--- src/rtl/m5m7_pkg.sv ---
// Shared M5/M7 line definitions: frame head, Manchester pair encoding, word sizes
// and the receiver state encoding. The M5/M7 transmitter uses the same package.
package m5m7_pkg;

  localparam int WORD_W      = 16;
  localparam int HB_PER_WORD = 2 * WORD_W;
  localparam int HB_CNT_W    = $clog2(HB_PER_WORD);
  localparam int HEAD_LEN    = 22;

  // Tail of the frame head as seen on each rail, first half-bit in the MSB
  localparam logic [HEAD_LEN-1:0] HEAD_BO = 22'b1010101010101010000111;
  localparam logic [HEAD_LEN-1:0] HEAD_BZ = ~HEAD_BO;

  // Pair values on bz, first half-bit in the MSB
  localparam logic [1:0] PAIR_ONE  = 2'b10;
  localparam logic [1:0] PAIR_ZERO = 2'b01;

  typedef enum logic [3:0] {
    ST_IDLE  = 4'b0001,
    ST_HUNT  = 4'b0010,
    ST_DATA  = 4'b0100,
    ST_ERROR = 4'b1000
  } rx_state_t;

  // Returns {all_pairs_valid, word}; pair [2i+1:2i] carries word bit i
  function automatic logic [WORD_W:0] decode_word(input logic [HB_PER_WORD-1:0] hb);
    logic [WORD_W-1:0] w;
    logic              ok;
    w  = '0;
    ok = 1'b1;
    for (int i = 0; i < WORD_W; i++) begin
      case (hb[2*i+1 -: 2])
        PAIR_ONE:  w[i] = 1'b1;
        PAIR_ZERO: w[i] = 1'b0;
        default:   ok   = 1'b0;
      endcase
    end
    return {ok, w};
  endfunction

endpackage

--- src/rtl/m5m7_halfbit_sampler.sv ---
// Synchronizes the dual-rail line, keeps half-bit phase locked to bz edges and
// strobes one sample per half-bit; also flags a line with no bz edge for too long.
module m5m7_halfbit_sampler #(
  parameter int SPH = 4
) (
  input  logic clock_57,
  input  logic reset,
  input  logic m5_boi,
  input  logic m5_bzi,
  output logic hb_valid,
  output logic hb_bo,
  output logic hb_bz,
  output logic stalled
);

  localparam int CNT_W     = $clog2(SPH);
  localparam int STALL_MAX = 2 * SPH + 1;
  localparam int STALL_W   = $clog2(STALL_MAX + 1);

  logic [1:0]         bo_sync;
  logic [1:0]         bz_sync;
  logic               bz_prev;
  logic               bz_edge;
  logic [CNT_W-1:0]   phase;
  logic [CNT_W-1:0]   phase_next;
  logic [STALL_W-1:0] stall_cnt;

  assign bz_edge = bz_sync[1] ^ bz_prev;
  assign stalled = (stall_cnt == STALL_W'(STALL_MAX));

  // A bz edge marks a half-bit boundary; between edges the phase free-runs
  always_comb begin
    phase_next = phase + 1'b1;
    if (bz_edge || phase == CNT_W'(SPH - 1)) phase_next = '0;
  end

  always_ff @(posedge clock_57) begin
    if (reset) begin
      bo_sync   <= 2'b11;
      bz_sync   <= 2'b11;
      bz_prev   <= 1'b1;
      phase     <= '0;
      stall_cnt <= '0;
      hb_valid  <= 1'b0;
      hb_bo     <= 1'b1;
      hb_bz     <= 1'b1;
    end else begin
      bo_sync  <= {bo_sync[0], m5_boi};
      bz_sync  <= {bz_sync[0], m5_bzi};
      bz_prev  <= bz_sync[1];
      phase    <= phase_next;
      hb_valid <= (phase_next == CNT_W'(SPH / 2));
      if (phase_next == CNT_W'(SPH / 2)) begin
        hb_bo <= bo_sync[1];
        hb_bz <= bz_sync[1];
      end
      if (bz_edge) stall_cnt <= '0;
      else if (!stalled) stall_cnt <= stall_cnt + 1'b1;
    end
  end

endmodule

--- src/rtl/recv_m5m7.sv ---
// M5/M7 Manchester receiver: idle qualification, head hunt, word decode and the
// DSP holding register. Define RECV_M5M7_RAILCHK_EN to also enforce bo == ~bz.
module recv_m5m7
  import m5m7_pkg::*;
#(
  parameter int SPH     = 4,
  parameter int IDLE_HB = 10
) (
  input  logic              clock_57,
  input  logic              reset,
  input  logic              m5_boi,
  input  logic              m5_bzi,
  input  logic              rden_rx,
  input  logic              err_clr,
  output logic [WORD_W-1:0] rx_data,
  output logic              rx_ready,
  output logic              rx_overrun,
  output logic              rx_error,
  output logic              frame_active,
  output rx_state_t         fsm_state
);

  localparam int IDLE_W = $clog2(IDLE_HB + 1);

  logic                   hb_valid, hb_bo, hb_bz, stalled;
  rx_state_t              state;
  logic [IDLE_W-1:0]      idle_cnt;
  logic [HEAD_LEN-1:0]    head_sr, head_next;
  logic [HB_PER_WORD-1:0] data_sr, data_next;
  logic [HB_CNT_W-1:0]    hb_cnt;
  logic                   first_hi;
  logic [WORD_W:0]        dec;
  logic                   both_hi, last_hb, end_pair;
  logic                   rail_err_head, rail_err_data, align_err;
  logic                   err_evt, word_load;

  m5m7_halfbit_sampler #(.SPH(SPH)) u_sampler (
    .clock_57 (clock_57),
    .reset    (reset),
    .m5_boi   (m5_boi),
    .m5_bzi   (m5_bzi),
    .hb_valid (hb_valid),
    .hb_bo    (hb_bo),
    .hb_bz    (hb_bz),
    .stalled  (stalled)
  );

  assign fsm_state = state;
  assign both_hi   = hb_bo & hb_bz;
  assign head_next = {head_sr[HEAD_LEN-2:0], hb_bo};
  assign data_next = {data_sr[HB_PER_WORD-2:0], hb_bz};
  assign dec       = decode_word(data_next);
  assign last_hb   = (hb_cnt == HB_CNT_W'(HB_PER_WORD - 1));
  // Both rails high across the first pair of a word closes the frame
  assign end_pair  = (hb_cnt == HB_CNT_W'(1)) && first_hi && both_hi;
  assign align_err = stalled && (hb_cnt >= HB_CNT_W'(2));

  always_comb begin
    rail_err_head = 1'b0;
    rail_err_data = 1'b0;
`ifdef RECV_M5M7_RAILCHK_EN
    rail_err_head = (hb_bo == hb_bz) && !both_hi;
    rail_err_data = ((hb_bo == hb_bz) && !(hb_cnt == '0 && both_hi) && !end_pair)
                 || ((hb_cnt == HB_CNT_W'(1)) && first_hi && !end_pair);
`endif
  end

  always_comb begin
    err_evt = 1'b0;
    if (state == ST_DATA)
      err_evt = align_err || (hb_valid && (rail_err_data || (last_hb && !dec[WORD_W])));
    else if (state == ST_HUNT)
      err_evt = hb_valid && rail_err_head;
  end

  assign word_load = (state == ST_DATA) && hb_valid && last_hb && dec[WORD_W] && !err_evt;

  always_ff @(posedge clock_57) begin
    if (reset) begin
      state        <= ST_IDLE;
      idle_cnt     <= '0;
      head_sr      <= '1;
      data_sr      <= '0;
      hb_cnt       <= '0;
      first_hi     <= 1'b0;
      rx_data      <= '0;
      rx_ready     <= 1'b0;
      rx_overrun   <= 1'b0;
      rx_error     <= 1'b0;
      frame_active <= 1'b0;
    end else begin
      if (err_clr) begin
        rx_error   <= 1'b0;
        rx_overrun <= 1'b0;
      end
      if (err_evt) rx_error <= 1'b1;

      // rx_ready means rx_data holds an unread word; a rden_rx strobe consumes it.
      // A word landing on a full register is an overrun unless consumed that cycle.
      if (word_load) begin
        rx_data  <= dec[WORD_W-1:0];
        rx_ready <= 1'b1;
        if (rx_ready && !rden_rx) rx_overrun <= 1'b1;
      end else if (rden_rx) begin
        rx_ready <= 1'b0;
      end

      case (state)
        ST_IDLE: begin
          if (hb_valid) begin
            if (!both_hi) begin
              idle_cnt <= '0;
            end else if (idle_cnt == IDLE_W'(IDLE_HB - 1)) begin
              idle_cnt <= '0;
              head_sr  <= '1;
              state    <= ST_HUNT;
            end else begin
              idle_cnt <= idle_cnt + 1'b1;
            end
          end
        end
        ST_HUNT: begin
          if (hb_valid) begin
            if (rail_err_head) begin
              state <= ST_ERROR;
            end else begin
              head_sr <= head_next;
              if (head_next == HEAD_BO) begin
                state        <= ST_DATA;
                frame_active <= 1'b1;
                hb_cnt       <= '0;
                first_hi     <= 1'b0;
              end
            end
          end
        end
        ST_DATA: begin
          if (err_evt) begin
            state <= ST_ERROR;
          end else if (hb_valid) begin
            if (end_pair) begin
              state        <= ST_IDLE;
              frame_active <= 1'b0;
              idle_cnt     <= '0;
            end else begin
              data_sr <= data_next;
              hb_cnt  <= hb_cnt + 1'b1;
              if (hb_cnt == '0) first_hi <= both_hi;
            end
          end
        end
        ST_ERROR: begin
          frame_active <= 1'b0;
          idle_cnt     <= '0;
          state        <= ST_IDLE;
        end
        default: state <= ST_IDLE;
      endcase
    end
  end

endmodule

--- config.mk ---
export PLATFORM = sky130hd
export DESIGN_NAME = recv_m5m7
export DESIGN_NICKNAME = d
export VERILOG_FILES = /design/src/rtl/m5m7_pkg.sv /design/src/rtl/m5m7_halfbit_sampler.sv /design/src/rtl/recv_m5m7.sv
export SDC_FILE = /design/constraint.sdc
export NUM_CORES = 1
export LEC_CHECK = 0
export BUFFER_PORTS_ARGS = -buffer_cell sky130_fd_sc_hd__buf_2
export CORE_ASPECT_RATIO = 1.75
export CORE_MARGIN = 4
export CORE_UTILIZATION = 58
export CTS_CLUSTER_DIAMETER = 60
export DETAILED_ROUTE_END_ITERATION = 7
export HOLD_SLACK_MARGIN = 0.06
export PLACE_DENSITY_LB_ADDON = 0.1
export SYNTH_ARGS = -nofsm -noshare
export SYNTH_HDL_FRONTEND = slang
export SYNTH_HIERARCHICAL = 1
export SYNTH_SLANG_ARGS = --single-unit
--- constraint.sdc ---
create_clock -name clock_57 -period 4 [get_ports clock_57]
set_input_delay 0.2 -clock clock_57 [delete_from_list [all_inputs] [get_ports clock_57]]
set_output_delay 0.2 -clock clock_57 [all_outputs]
set_load 0.01 [all_outputs]
==> impl_metrics.py <==
metrics = {
    "outcome": {
        "status": "complete, no violations",
    },
    "timing": {
        "tightestPinTransition_ps": 894,
        "final_min_period_over_clock_period_pct": 73.1,
        "finClkSkew_ps": 10.1,
        "tns_ps": 0,
        "max_freq_mhz": 342,
        "worst_slew_margin_rel_pct": 40.2,
        "rsz0062_at_grt": "no",
        "layout_setup_ws_ps": 1080,
        "setup_viol_count_final": 0,
        "final-max-slew-violation-count": 0,
        "hold_viol_final": 0,
        "period_minus_slack_ps": 2920,
    },
    "worst_setup_path": {
        "cpMaxStageDelayCell": "sky130_fd_sc_hd__nor4_1",
        "end_kind": "flop",
        "timing.critical_path.cells": "inv_1, ha_1, nor4_1, a41oi_1, o41a_1, or3_1, a21oi_1",
        "path_class": "reg2reg",
        "critPathBufInv": 1,
        "critical_path_peak_fanout": 6,
        "worstPathRequired_ps": 4260,
        "critPathTopFamily": "compound AO/OA/AOI/OAI gates",
        "critPathLaunchType": "flop",
        "slowest_delay_ps": 680,
        "cp.arrival_ps": 3190,
    },
    "synthesis": {
        "number_of_synthesized_flops_with_an_enable_pin": 0,
        "postSynthNetCount": 559,
        "synthFlopType": "sky130_fd_sc_hd__dfxtp_1",
        "synth_area_per_cell_sq_um": 8.65,
        "syn_inst": 527,
        "yosys_register_bits": 100,
        "yosys.cell_types.count": 54,
        "synth-seq-area-share_pct": 43.9,
        "synth_area_sq_um": 4560,
        "async_reset_ff_share_pct": 0,
        "yosys_warnings": 6,
    },
    "clock_tree": {
        "cts.clk_slew.worst_paths_ps": 70,
        "clock_latency_ps": 350,
        "clock_sinks": 100,
        "ctsRootBufferMaster": "sky130_fd_sc_hd__clkbuf_16",
        "htreeDepth": 3,
        "post-cts-setup-buffers": 0,
        "tritoncts_clock_tree": "done",
        "numCtsBuffers": 9,
        "cts-root-to-sink-buffers": 2,
    },
    "final_layout": {
        "insertedDiodeCount": 0,
        "final_common_cell": "sky130_fd_sc_hd__dfxtp_1",
        "nNetsFinal": 571,
        "area_delta_synth_final_pct": 10.9,
        "post_route_cells_drive_above_1_share_pct": 12.5,
        "mostFrequentLayoutCells": "sky130_fd_sc_hd__dfxtp_1 (100), sky130_fd_sc_hd__o21ai_0 (61), sky130_fd_sc_hd__nor2_1 (53)",
    },
    "global_route": {
        "globalRouteTotalUtil_pct": 21.8,
        "antenna_found_initial": 0,
        "grt_remaining_overflow": 0,
        "grt_start_max_net_pins": 41,
        "grt_first_pass_wirelength_microns": 16200,
        "number_of_global_route_vias_before_repair": 3645,
    },
    "job": {
        "cap_viol_max_count": 0,
    },
    "route": {
        "wl_met2_microns": 5120,
        "route.met3.wl_microns": 326,
        "route.antenna.remaining_nets": 0,
        "routedLengthMet1_microns": 3880,
        "vias": 3751,
        "route.detailed.vias_per_inst": 5.94,
        "firstDrtPassIters": 4,
        "finalWirelength_microns": 9570,
        "drc": 0,
        "first_iter_violations": 267,
        "highest_layer": "met4",
        "routed_wire_length_per_instance_microns": 15.1,
    },
    "floorplanning": {
        "die_w_microns": 75.0,
        "pin_count": 30,
        "chipHeight_microns": 125,
        "placement_rows": 42,
        "die_area_sq_um": 9400,
        "starting_utilization_of_the_core_area_pct": 59.9,
        "core_area_sq_um": 7620,
    },
    "placed_design": {
        "place_hpwl_microns": 6540,
        "io_buffers": 29,
        "gp_congestion": 0.859,
        "place_ws_ps": 1110,
    },
    "power": {
        "power.density_nw_per_um2": 401,
        "p_leak_nw": 1.79,
        "vdd_ir_drop_max_mv": 0.336,
    },
    "hold_path": {
        "hold_class": "in2reg",
    },
}
[what timing repair did]
action	in CTS	in global routing
gates resized for setup	0	0
endpoints found under the hold margin	2	0
hold buffers	2	0
setup endpoints to repair	0	0
[layer usage]
| layer | vias to the layer above | track usage [%] |
|---|---|---|
| li1 | 1891 | - |
| met1 | 1755 | 25.1 |
| met2 | 86 | 36.8 |
| met3 | 19 | 4.58 |
| met4 | 0 | 10.7 |
| met5 | - | 0 |
[worst paths after layout]
check,startpoint,endpoint,slack (ps),cells past startpoint
max,data_sr[21],idle_cnt[1],1080,7
max reg2reg,data_sr[21],idle_cnt[1],1080,7
min,err_clr,rx_overrun,170,4
min reg2reg,u_sampler/bo_sync[0],u_sampler/bo_sync[1],410,1
[stage by stage]
stage,utilization (%),instances,power (W),cell area (sq um),hold slack [ps]
floorplan,-,527,0.00109,4560,291
global placement,61.8,614,0.00111,4710,385
detailed placement,61.8,614,0.00111,4710,389
CTS,66.4,632,0.00205,5060,164
global route,66.4,632,0.00210,5060,174
finish,66.4,632,0.00203,5060,169
[cells by family (layout without fill, tap and decap cells)]
family | after synthesis | after routing | synth area share (%)
buf+inv | 68 | 85 | 6.20
xor+xnor | 5 | 5 | 0.960
mux | 19 | 19 | 4.17
flops | 100 | 100 | 43.9
compound gates | 131 | 131 | 16.7
simple gates | 178 | 178 | 21.0
fa+ha+maj | 26 | 26 | 7.13
[synth_stat cells, types with 5 or more instances]
library cell | n | area [sq um]
sky130_fd_sc_hd__nor2_1 | 54 | 203
sky130_fd_sc_hd__inv_1 | 32 | 120
sky130_fd_sc_hd__mux2i_1 | 19 | 190
sky130_fd_sc_hd__clkbuf_1 | 26 | 97.6
sky130_fd_sc_hd__nand3_1 | 42 | 210
sky130_fd_sc_hd__o21ai_0 | 61 | 305
sky130_fd_sc_hd__nor4_1 | 5 | 31.3
sky130_fd_sc_hd__a21oi_1 | 42 | 210
sky130_fd_sc_hd__nand2_1 | 11 | 41.3
sky130_fd_sc_hd__nor3_1 | 25 | 125
sky130_fd_sc_hd__ha_1 | 26 | 325
sky130_fd_sc_hd__buf_2 | 6 | 30.0
sky130_fd_sc_hd__dfxtp_1 | 100 | 2000
[report_power, final]
group | internal (W) | total (W) | switching [W]
Combinational | 0.0000277 | 0.0000738 | 0.0000461
Sequential | 0.00101 | 0.00102 | 0.0000113
Clock | 0.000569 | 0.000937 | 0.000368
[flip-flops by register name, summed over array words and instances (netlist names)]
signal / count
u_sampler/phase: 2
u_sampler/hb_bz: 1
data_sr: 31
u_sampler/bz_prev: 1
u_sampler/bo_sync: 2
u_sampler/hb_bo: 1
hb_cnt: 5
rx_overrun: 1
u_sampler/hb_valid: 1
u_sampler/bz_sync: 2
idle_cnt: 4
rx_ready: 1
head_sr: 21
u_sampler/stall_cnt: 4
rx_data: 16
fsm_state: 4
first_hi: 1
frame_active: 1
rx_error: 1
[tightest hold or removal path: cells and delay by family]
family	cells	cell delay, ps
buffers and inverters	2	150
and+or+nand+nor	1	70
AOI/OAI and AO/OA	1	50
[cell type report]
cell class | count | area [sq um]
Fill cell | 658 | 2560
Multi-Input combinational cell | 359 | 2290
Sequential cell | 100 | 2000
Clock buffer | 11 | 243
Timing Repair Buffer | 37 | 210
Inverter | 32 | 120
Tap cell | 88 | 110
Clock inverter | 5 | 82.6
Power figures use the tool's default switching activity.
